`src/rtl/uart_tx_ext.sv`:
```
// UART transmitter with a small transmit FIFO, per-frame configuration
// (length, parity, stop bits, baud divisor) latched when a word is popped.
module uart_tx_ext #(
  parameter int DATA_WIDTH   = 8,
  parameter int OVERSAMPLING = 16,
  parameter int FIFO_DEPTH   = 4,
  parameter int DIV_WIDTH    = 16
) (
  input  logic                          clk,
  input  logic                          reset,
  input  logic [DATA_WIDTH-1:0]         data_in,
  input  logic                          tx_valid,
  output logic                          tx_ready,
  input  logic [3:0]                    data_len,
  input  logic                          parity_en,
  input  logic                          parity_type,
  input  logic                          stop2,
  input  logic [DIV_WIDTH-1:0]          baud_div,
  output logic                          tx,
  output logic                          tx_busy,
  output logic                          tx_done,
  output logic [$clog2(FIFO_DEPTH):0]   fifo_count
);

  localparam int AW = $clog2(FIFO_DEPTH);
  localparam int CW = AW + 1;
  localparam int TW = $clog2(OVERSAMPLING);

  typedef enum logic [2:0] {IDLE, START, DATA, PARITY, STOP} state_t;

  // FIFO storage and bookkeeping
  logic [DATA_WIDTH-1:0] r_mem [FIFO_DEPTH];
  logic [AW-1:0]         r_wr_ptr;
  logic [AW-1:0]         r_rd_ptr;
  logic [CW-1:0]         r_count;
  logic                  w_push;
  logic                  w_pop;
  logic                  w_full;
  logic                  w_empty;
  logic [DATA_WIDTH-1:0] w_head;

  // Frame configuration captured at pop
  state_t                r_state;
  state_t                w_next;
  logic [DATA_WIDTH-1:0] r_shift;
  logic [3:0]            r_len;
  logic                  r_par_en;
  logic                  r_stop2;
  logic                  r_parity;
  logic [DIV_WIDTH-1:0]  r_div_lat;

  logic [DIV_WIDTH-1:0]  r_div_cnt;
  logic [TW-1:0]         r_tick;
  logic [3:0]            r_bit;
  logic                  r_tx;

  logic                  w_baud_tick;
  logic                  w_bit_end;
  logic                  w_frame_end;
  logic                  w_tx_next;
  logic [3:0]            w_len_eff;
  logic [DATA_WIDTH-1:0] w_data_masked;
  logic                  w_parity_calc;

  assign w_full   = (r_count == CW'(FIFO_DEPTH));
  assign w_empty  = (r_count == '0);
  assign w_push   = tx_valid && !w_full;
  assign w_head   = r_mem[r_rd_ptr];

  assign tx_ready   = !w_full;
  assign fifo_count = r_count;
  assign tx         = r_tx;
  assign tx_busy    = (r_state != IDLE);
  assign tx_done    = w_frame_end;

  always_ff @(posedge clk) begin
    if (reset && w_push) begin
      r_mem[r_wr_ptr] <= data_in;
    end
  end

  always_ff @(posedge clk) begin
    if (!reset) begin
      r_wr_ptr <= '0;
      r_rd_ptr <= '0;
      r_count  <= '0;
    end else begin
      if (w_push) r_wr_ptr <= r_wr_ptr + 1'b1;
      if (w_pop)  r_rd_ptr <= r_rd_ptr + 1'b1;
      case ({w_push, w_pop})
        2'b10:   r_count <= r_count + 1'b1;
        2'b01:   r_count <= r_count - 1'b1;
        default: r_count <= r_count;
      endcase
    end
  end

  // Out-of-range lengths fall back to the full word; unused bits are zeroed
  always_comb begin
    w_len_eff = data_len;
    if (data_len < 4'd5 || data_len > 4'(DATA_WIDTH)) w_len_eff = 4'(DATA_WIDTH);
    w_data_masked = '0;
    for (int unsigned i = 0; i < DATA_WIDTH; i++) begin
      w_data_masked[i] = w_head[i] & (i < {28'b0, w_len_eff});
    end
    w_parity_calc = (^w_data_masked) ^ parity_type;
  end

  assign w_baud_tick = (r_div_cnt == r_div_lat);
  assign w_bit_end   = w_baud_tick && (r_tick == TW'(OVERSAMPLING - 1));

  always_comb begin
    w_next      = r_state;
    w_pop       = 1'b0;
    w_frame_end = 1'b0;
    case (r_state)
      IDLE: begin
        if (!w_empty) begin
          w_pop  = 1'b1;
          w_next = START;
        end
      end
      START: if (w_bit_end) w_next = DATA;
      DATA: begin
        if (w_bit_end && r_bit == r_len - 4'd1) w_next = r_par_en ? PARITY : STOP;
      end
      PARITY: if (w_bit_end) w_next = STOP;
      STOP: begin
        if (w_bit_end && r_bit == {3'b000, r_stop2}) begin
          w_frame_end = 1'b1;
          if (!w_empty) begin
            w_pop  = 1'b1;
            w_next = START;
          end else begin
            w_next = IDLE;
          end
        end
      end
      default: w_next = IDLE;
    endcase
  end

  // tx is registered from the next state so it changes on the same edge as the FSM
  always_comb begin
    w_tx_next = 1'b1;
    case (w_next)
      START:   w_tx_next = 1'b0;
      DATA:    w_tx_next = (r_state == DATA && w_bit_end) ? r_shift[1] : r_shift[0];
      PARITY:  w_tx_next = r_parity;
      default: w_tx_next = 1'b1;
    endcase
  end

  always_ff @(posedge clk) begin
    if (!reset) begin
      r_state   <= IDLE;
      r_tx      <= 1'b1;
      r_shift   <= '0;
      r_len     <= '0;
      r_par_en  <= 1'b0;
      r_stop2   <= 1'b0;
      r_parity  <= 1'b0;
      r_div_lat <= '0;
      r_div_cnt <= '0;
      r_tick    <= '0;
      r_bit     <= '0;
    end else begin
      r_state <= w_next;
      r_tx    <= w_tx_next;
      if (w_pop) begin
        r_shift   <= w_data_masked;
        r_len     <= w_len_eff;
        r_par_en  <= parity_en;
        r_stop2   <= stop2;
        r_parity  <= w_parity_calc;
        r_div_lat <= baud_div;
      end else if (r_state == DATA && w_bit_end) begin
        r_shift <= r_shift >> 1;
      end
      if (w_pop || r_state == IDLE) begin
        r_div_cnt <= '0;
        r_tick    <= '0;
        r_bit     <= '0;
      end else begin
        r_div_cnt <= w_baud_tick ? '0 : r_div_cnt + 1'b1;
        if (w_baud_tick) r_tick <= r_tick + 1'b1;
        if (w_bit_end) r_bit <= (w_next != r_state) ? '0 : r_bit + 1'b1;
      end
    end
  end

endmodule

```
`config.mk`:
```
export PLATFORM = sky130hd
export DESIGN_NAME = uart_tx_ext
export DESIGN_NICKNAME = d
export VERILOG_FILES = /design/src/rtl/uart_tx_ext.sv
export SDC_FILE = /design/constraint.sdc
export NUM_CORES = 1
export LEC_CHECK = 0
export CAP_MARGIN = 15
export CORE_MARGIN = 4
export CORE_UTILIZATION = 52
export DETAILED_ROUTE_END_ITERATION = 10
export HOLD_SLACK_MARGIN = 0.15
export PLACE_DENSITY = 0.76
export SYNTH_ARGS = -nofsm -noshare
export SYNTH_HDL_FRONTEND = slang
export SYNTH_SLANG_ARGS = --single-unit
```
`constraint.sdc`:
```
create_clock -name clk -period 3 [get_ports clk]
set_input_delay 0.6 -clock clk [delete_from_list [all_inputs] [get_ports clk]]
set_output_delay 0.6 -clock clk [all_outputs]
set_load 0.02 [all_outputs]
```
Word-level counts from Yosys, hierarchy flattened --
Memory sizes are Yosys's and may differ from the RTL's. A register that Yosys moved wholly into a read port is not among the register bits. Index checks and enable logic that the tools add are counted.
Word-level totals: register bits 66, RAM bits 32, bits of input ports 34, output and inout bits 7, logic and storage cells 99, memories 1
Cells by class: add/subtract/negate cells 8, order comparisons 10, equal/unequal tests 15, multiplexer cells 24, bitwise gates (word level) 10, reductions and logical operators 17
Memories:
- r_mem | words 4, width 8, read ports 1, clocked after Yosys merged registers in 1, write ports 1, line 32 | logic [DATA_WIDTH-1:0] r_mem [FIFO_DEPTH];
Operators with widths (count):
- 3-bit 2-to-1 mux | 6
- 16-bit by 1-bit adder with 16-bit output (second input constant) | 1
- 16-bit == test | 1
- 3-bit by 4-bit < comparator with 1-bit output (first input constant) | 4
- 8-bit 2-to-1 mux | 2
- 3-bit case mux with 5 select lines | 1
- 3-bit by 2-bit == test with 1-bit output (second input constant) | 4
- 4-bit by 1-bit adder with 4-bit output (second input constant) | 2
- 1-bit bitwise AND | 8
- 1-bit by 4-bit < comparator with 1-bit output (first input constant) | 2
- 2-bit by 4-bit < comparator with 1-bit output (first input constant) | 2
- 1-bit 2-to-1 mux | 8
- 4-bit 2-to-1 mux | 2
- 8-bit parity | 1
- 3-bit by 1-bit == test with 1-bit output (second input constant) | 2
- 3-bit == test (second input constant) | 2
- 1-bit logical AND | 6
- 3-bit zero test | 2
- 3-bit case mux with 2 select lines | 1
- 2-bit by 1-bit adder with 2-bit output (second input constant) | 2
- 4-bit by 1-bit == test with 1-bit output | 1
- 4-bit == test | 1
- 4-bit == test (second input constant) | 1
- 4-bit > comparator (second input constant) | 1
- 18 further kinds | 21

Logic depth before layout (Yosys ltp) --
word-level depth 7, mapped depth 12, gate-level depth less buffers 11

Least setup slack after synthesis --
Ideal clock, no wire load.
kind reg-to-reg, start register r_div_cnt[9], end register r_count[2] (netlist: fifo_count[2]), library setup time 0.070 ns, arrival 2.776 ns, required time 2.930 ns, slack 0.153 ns, cell stages (with the launch flop) 13, buffers on the path 1, path through dfxtp_1 xor2_1 nor4_1 nand4_2 o22a_2 inv_2 buf_2 ha_1 inv_1 fa_1 xor2_1 or3_1 a21oi_1
On the way: longest elaborated chain between the ends 7, elaborated cells on any way between the ends 9, those cells by class 3 x eq/ne; 3 x mux; 3 x reduce/logical
RTL lines:
- start, declared | line 52 | logic [DIV_WIDTH-1:0] r_div_cnt;
- start signal, assigned | line 185 | r_div_cnt <= w_baud_tick ? '0 : r_div_cnt + 1'b1;
- 16-bit == test (*) | line 109 | assign w_baud_tick = (r_div_cnt == r_div_lat);
- 1-bit logical AND (*) | line 110 | assign w_bit_end = w_baud_tick && (r_tick == TW'(OVERSAMPLING - 1));
- 1-bit logical AND (*) | line 129 | if (w_bit_end && r_bit == {3'b000, r_stop2}) begin
- 1-bit 2-to-1 mux (*) | line 129
- 1-bit case mux with 2 select lines (*) | line 116 | case (r_state)
- 2-bit by 1-bit == test with 1-bit output / 2-bit == test (equally long branches) | line 90 | case ({w_push, w_pop})
- 3-bit case mux with 2 select lines / 2-bit nonzero test (equally long branches)
- end signal, assigned | line 91 | 2'b10: r_count <= r_count + 1'b1;
- end signal, assigned | line 92 | 2'b01: r_count <= r_count - 1'b1;
- end signal, assigned | line 93 | default: r_count <= r_count;
- end, declared | line 35 | logic [CW-1:0] r_count;
Every way passes the cells marked *; elsewhere a longest branch is shown, timed or not. A chain may end at the register's enable or synchronous reset.

Worst setup path after layout --
start register r_div_cnt[9], end output tx_done
On the way: longest elaborated chain between the ends 5
RTL lines:
- 16-bit == test | line 109
- 1-bit logical AND | line 110
- 1-bit logical AND | line 129
- 1-bit 2-to-1 mux | line 129
- 1-bit 2-to-1 mux | line 116
- end, declared | line 21 | output logic tx_done,
Every way passes these cells.

==> run metrics <==
status finished clean; final setup TNS 0 ns; layout cells sized above 1 0.107; largest net degree at the start of global routing 31; Flop pwr share 0.418; Cell Area, Placed 0.00499 mm²; CP bufs+invs 1; HP Class reg2reg; reg-to-reg endpoint fifo_count[2]; Crit Path Max Fanout 5; CP max stage cell dfxtp_1; Hold Path Origin r_div_lat[10]; power share of the combinational group 0.375; CP cell instances xor2_1 -> nor4_2 -> nand4_2 -> nor2_2 -> and4_1 -> dlygate4sd2_1; via count 3,154; Worst Path Required 2.40 ns; Cell variety after synth 52; Worst R2R Setup Slack 0.22 ns; clock skew 0.0176 ns; Pleak 0.00194 µW; Fill cells 652; CP arrival 2.21 ns; Min-Delay Endpoint r_div_lat[10]; first-pass detailed-route iteration total 4; Sw Pwr 1620 µW; DP HPWL 6280 µm; vias per cell 5.43; antenna violations before repair 0; worst skew pair latency 0.37 ns; area of the multi-input gates 0.00204 mm²; H-tree depth 3; gate count after technology mapping 428; Clk network pwr share 0.207; CTS clk-pin slew, worst paths 0.11 ns; initial core utilization 0.540; Hold Path Stages 2; crit end category primary output; routed wire length 8770 µm; critical path depth 6; die area 0.0102 mm²; post-CTS sizing 4; cts bufs inserted 9; final setup fails 0; Area growth syn-to-layout 16.3%; Max IR drop VDD 536 µV; Final Slew Violations 0; r2r startpoint r_div_cnt[9]; final hold viol count 0; nets 515; fin crit period 2.81 ns; Port Buffers 40; FF/Latch Area 0.00232 mm²; Sw Ratio 0.379; Row Count 33; fin area 0.00522 mm²; die height 101 µm; clock sink count 100; Post-Syn Area 0.00449 mm²; vias in the first global route 3,065; Power Density 818 mW/mm²; DRC 0; Max-Cap Viols 0; post-DR wirelength/cell 15.1 µm; Post-Place Setup Slack 0.254 ns; global-route wire length before repair 14,700 µm; ys flop type dfxtp_1; CORE AREA 0.00830 mm²; CTS tree built; CP Class reg2out; num ports 41; gp weighted congestion 0.906; Total Routing Usage GR 0.184; R2R depth 11; CP peak stage delay 0.43 ns; post-synthesis sequential area ratio 0.518; clock root buffer clkbuf_8; Setup Buffers After CTS 0; Warnings, synthesis 0; Worst-Margin Slew 0.661 ns; delay-heaviest family, CP simple AND/OR/NAND/NOR gates; Die W 101 µm; CP Launch Type flop; RSZ-0062 raised after global routing false; cell internal pwr 2650 µW; syn avg cell area 10.5 µm²; ANT cells 0; Synth Register Bits 100; WHS 0.470 ns; Synth Net Count 472; f_max 356 MHz; Slew headroom 0.558; ys async rst share 0; initial drt markers 213; clock buffer depth 2; Post-synth EDFFs 32; Final period util 0.936; PnR worst setup slack 0.193 ns; antenna-violating nets left 0; # hold bufs at CTS 0; GRT overflow 0
## state kept, by name, summed over array words and instances, names as in the netlist, named ones only
signal	cells
r_mem	32
r_div_cnt	16
r_div_lat	16
r_shift	8
r_bit	4
r_len	4
r_tick	4
fifo_count	3
r_state	3
r_rd_ptr	2
r_wr_ptr	2
r_par_en	1
r_parity	1
r_stop2	1
tx	1
## power groups by stage
stage                     sequential [µW]  clock [µW]  combinational (µW)
after floorplan                      1770           0                1230
after global placement               1800           0                1540
after detailed placement             1820           0                1580
after CTS                            1790         897                1610
after global routing                 1810         953                1770
final                                1780         882                1600
## tightest hold or removal path, delay by kind of cell (launching register included)
kind             cells  cell delay [ns]
AO/OA/AOI/OAI        1             0.05
flip-flops           1             0.33
AND/OR/NAND/NOR      1             0.05
## metrics by stage
step	std cells	power [µW]	util
finish	581	4270	0.628
global route	581	4540	0.628
CTS	581	4290	0.628
detailed placement	565	3400	0.601
global placement	565	3340	0.601
floorplan	428	3000	-
## placed cells by master (no fill, tap or decap), types with 3 or more instances in the layout
cell | netlist | routed
a21oi_1 | 32 | 32
a22oi_1 | 3 | 3
and3_1 | 11 | 11
buf_4 | 5 | 8
clkbuf_8 | 0 | 9
clkdlybuf4s50_1 | 0 | 39
dfxtp_1 | 68 | 67
edfxtp_1 | 32 | 32
ha_1 | 9 | 9
inv_1 | 13 | 13
mux2i_1 | 5 | 5
mux4_2 | 8 | 8
nand2_1 | 59 | 59
nand3_1 | 12 | 12
nand4_1 | 6 | 6
nor2_1 | 51 | 51
nor3_1 | 3 | 3
nor4_2 | 2 | 4
o21ai_0 | 5 | 5
or3_1 | 3 | 3
xnor2_1 | 18 | 18
xor2_1 | 34 | 34
## worst max path at each step
stage | startpoint | endpoint | slack (ns)
finish | r_div_cnt[9] | tx_done | 0.19
global route | r_div_cnt[9] | tx_done | 0.05
CTS | r_div_cnt[9] | tx_done | 0.23
detailed placement | r_div_cnt[9] | fifo_count[2] | 0.25
global placement | r_div_cnt[12] | fifo_count[2] | 0.38
floorplan | r_div_cnt[9] | fifo_count[2] | 0.15
## synthesized netlist by cell type, types with 5 or more instances
master | instances | share of area
dfxtp_1 | 68 | 0.30
nand2_1 | 59 | 0.049
nor2_1 | 51 | 0.043
xor2_1 | 34 | 0.066
a21oi_1 | 32 | 0.036
edfxtp_1 | 32 | 0.21
xnor2_1 | 18 | 0.035
inv_1 | 13 | 0.011
nand3_1 | 12 | 0.013
and3_1 | 11 | 0.015
ha_1 | 9 | 0.025
mux4_2 | 8 | 0.040
clkbuf_1 | 6 | 0.0050
nand4_1 | 6 | 0.0084
buf_4 | 5 | 0.0084
mux2i_1 | 5 | 0.011
o21ai_0 | 5 | 0.0056
## kinds of logic (layout without fill, tap and decap cells)
kind of cell	Yosys count	after routing	synth area share
and+or+nand+nor	165	165	0.177
DFF	100	100	0.518
AOI/OAI and AO/OA	56	56	0.0826
muxes	13	13	0.0513
buffers and inverters	30	78	0.0312
adders and majority gates	10	10	0.0296
xor gates and xnor gates	54	54	0.110
## per-layer routing
layer,global-route usage,vias to the layer above,part of all wire
met5,0,-,0
met4,0.0632,0,0.016
met3,0.0394,10,0.043
met2,0.302,60,0.49
met1,0.241,1519,0.45
li1,-,1565,-
## final cells by class
cell class | count | share of cell area
inverter | 14 | 0.0101
sequential | 100 | 0.446
tap | 105 | 0.0252
timing repair buffer | 48 | 0.0881
clock inverter | 7 | 0.0170
clock buffer | 9 | 0.0238
multi-input combinational | 298 | 0.390
(Power assumes the default switching activity.)
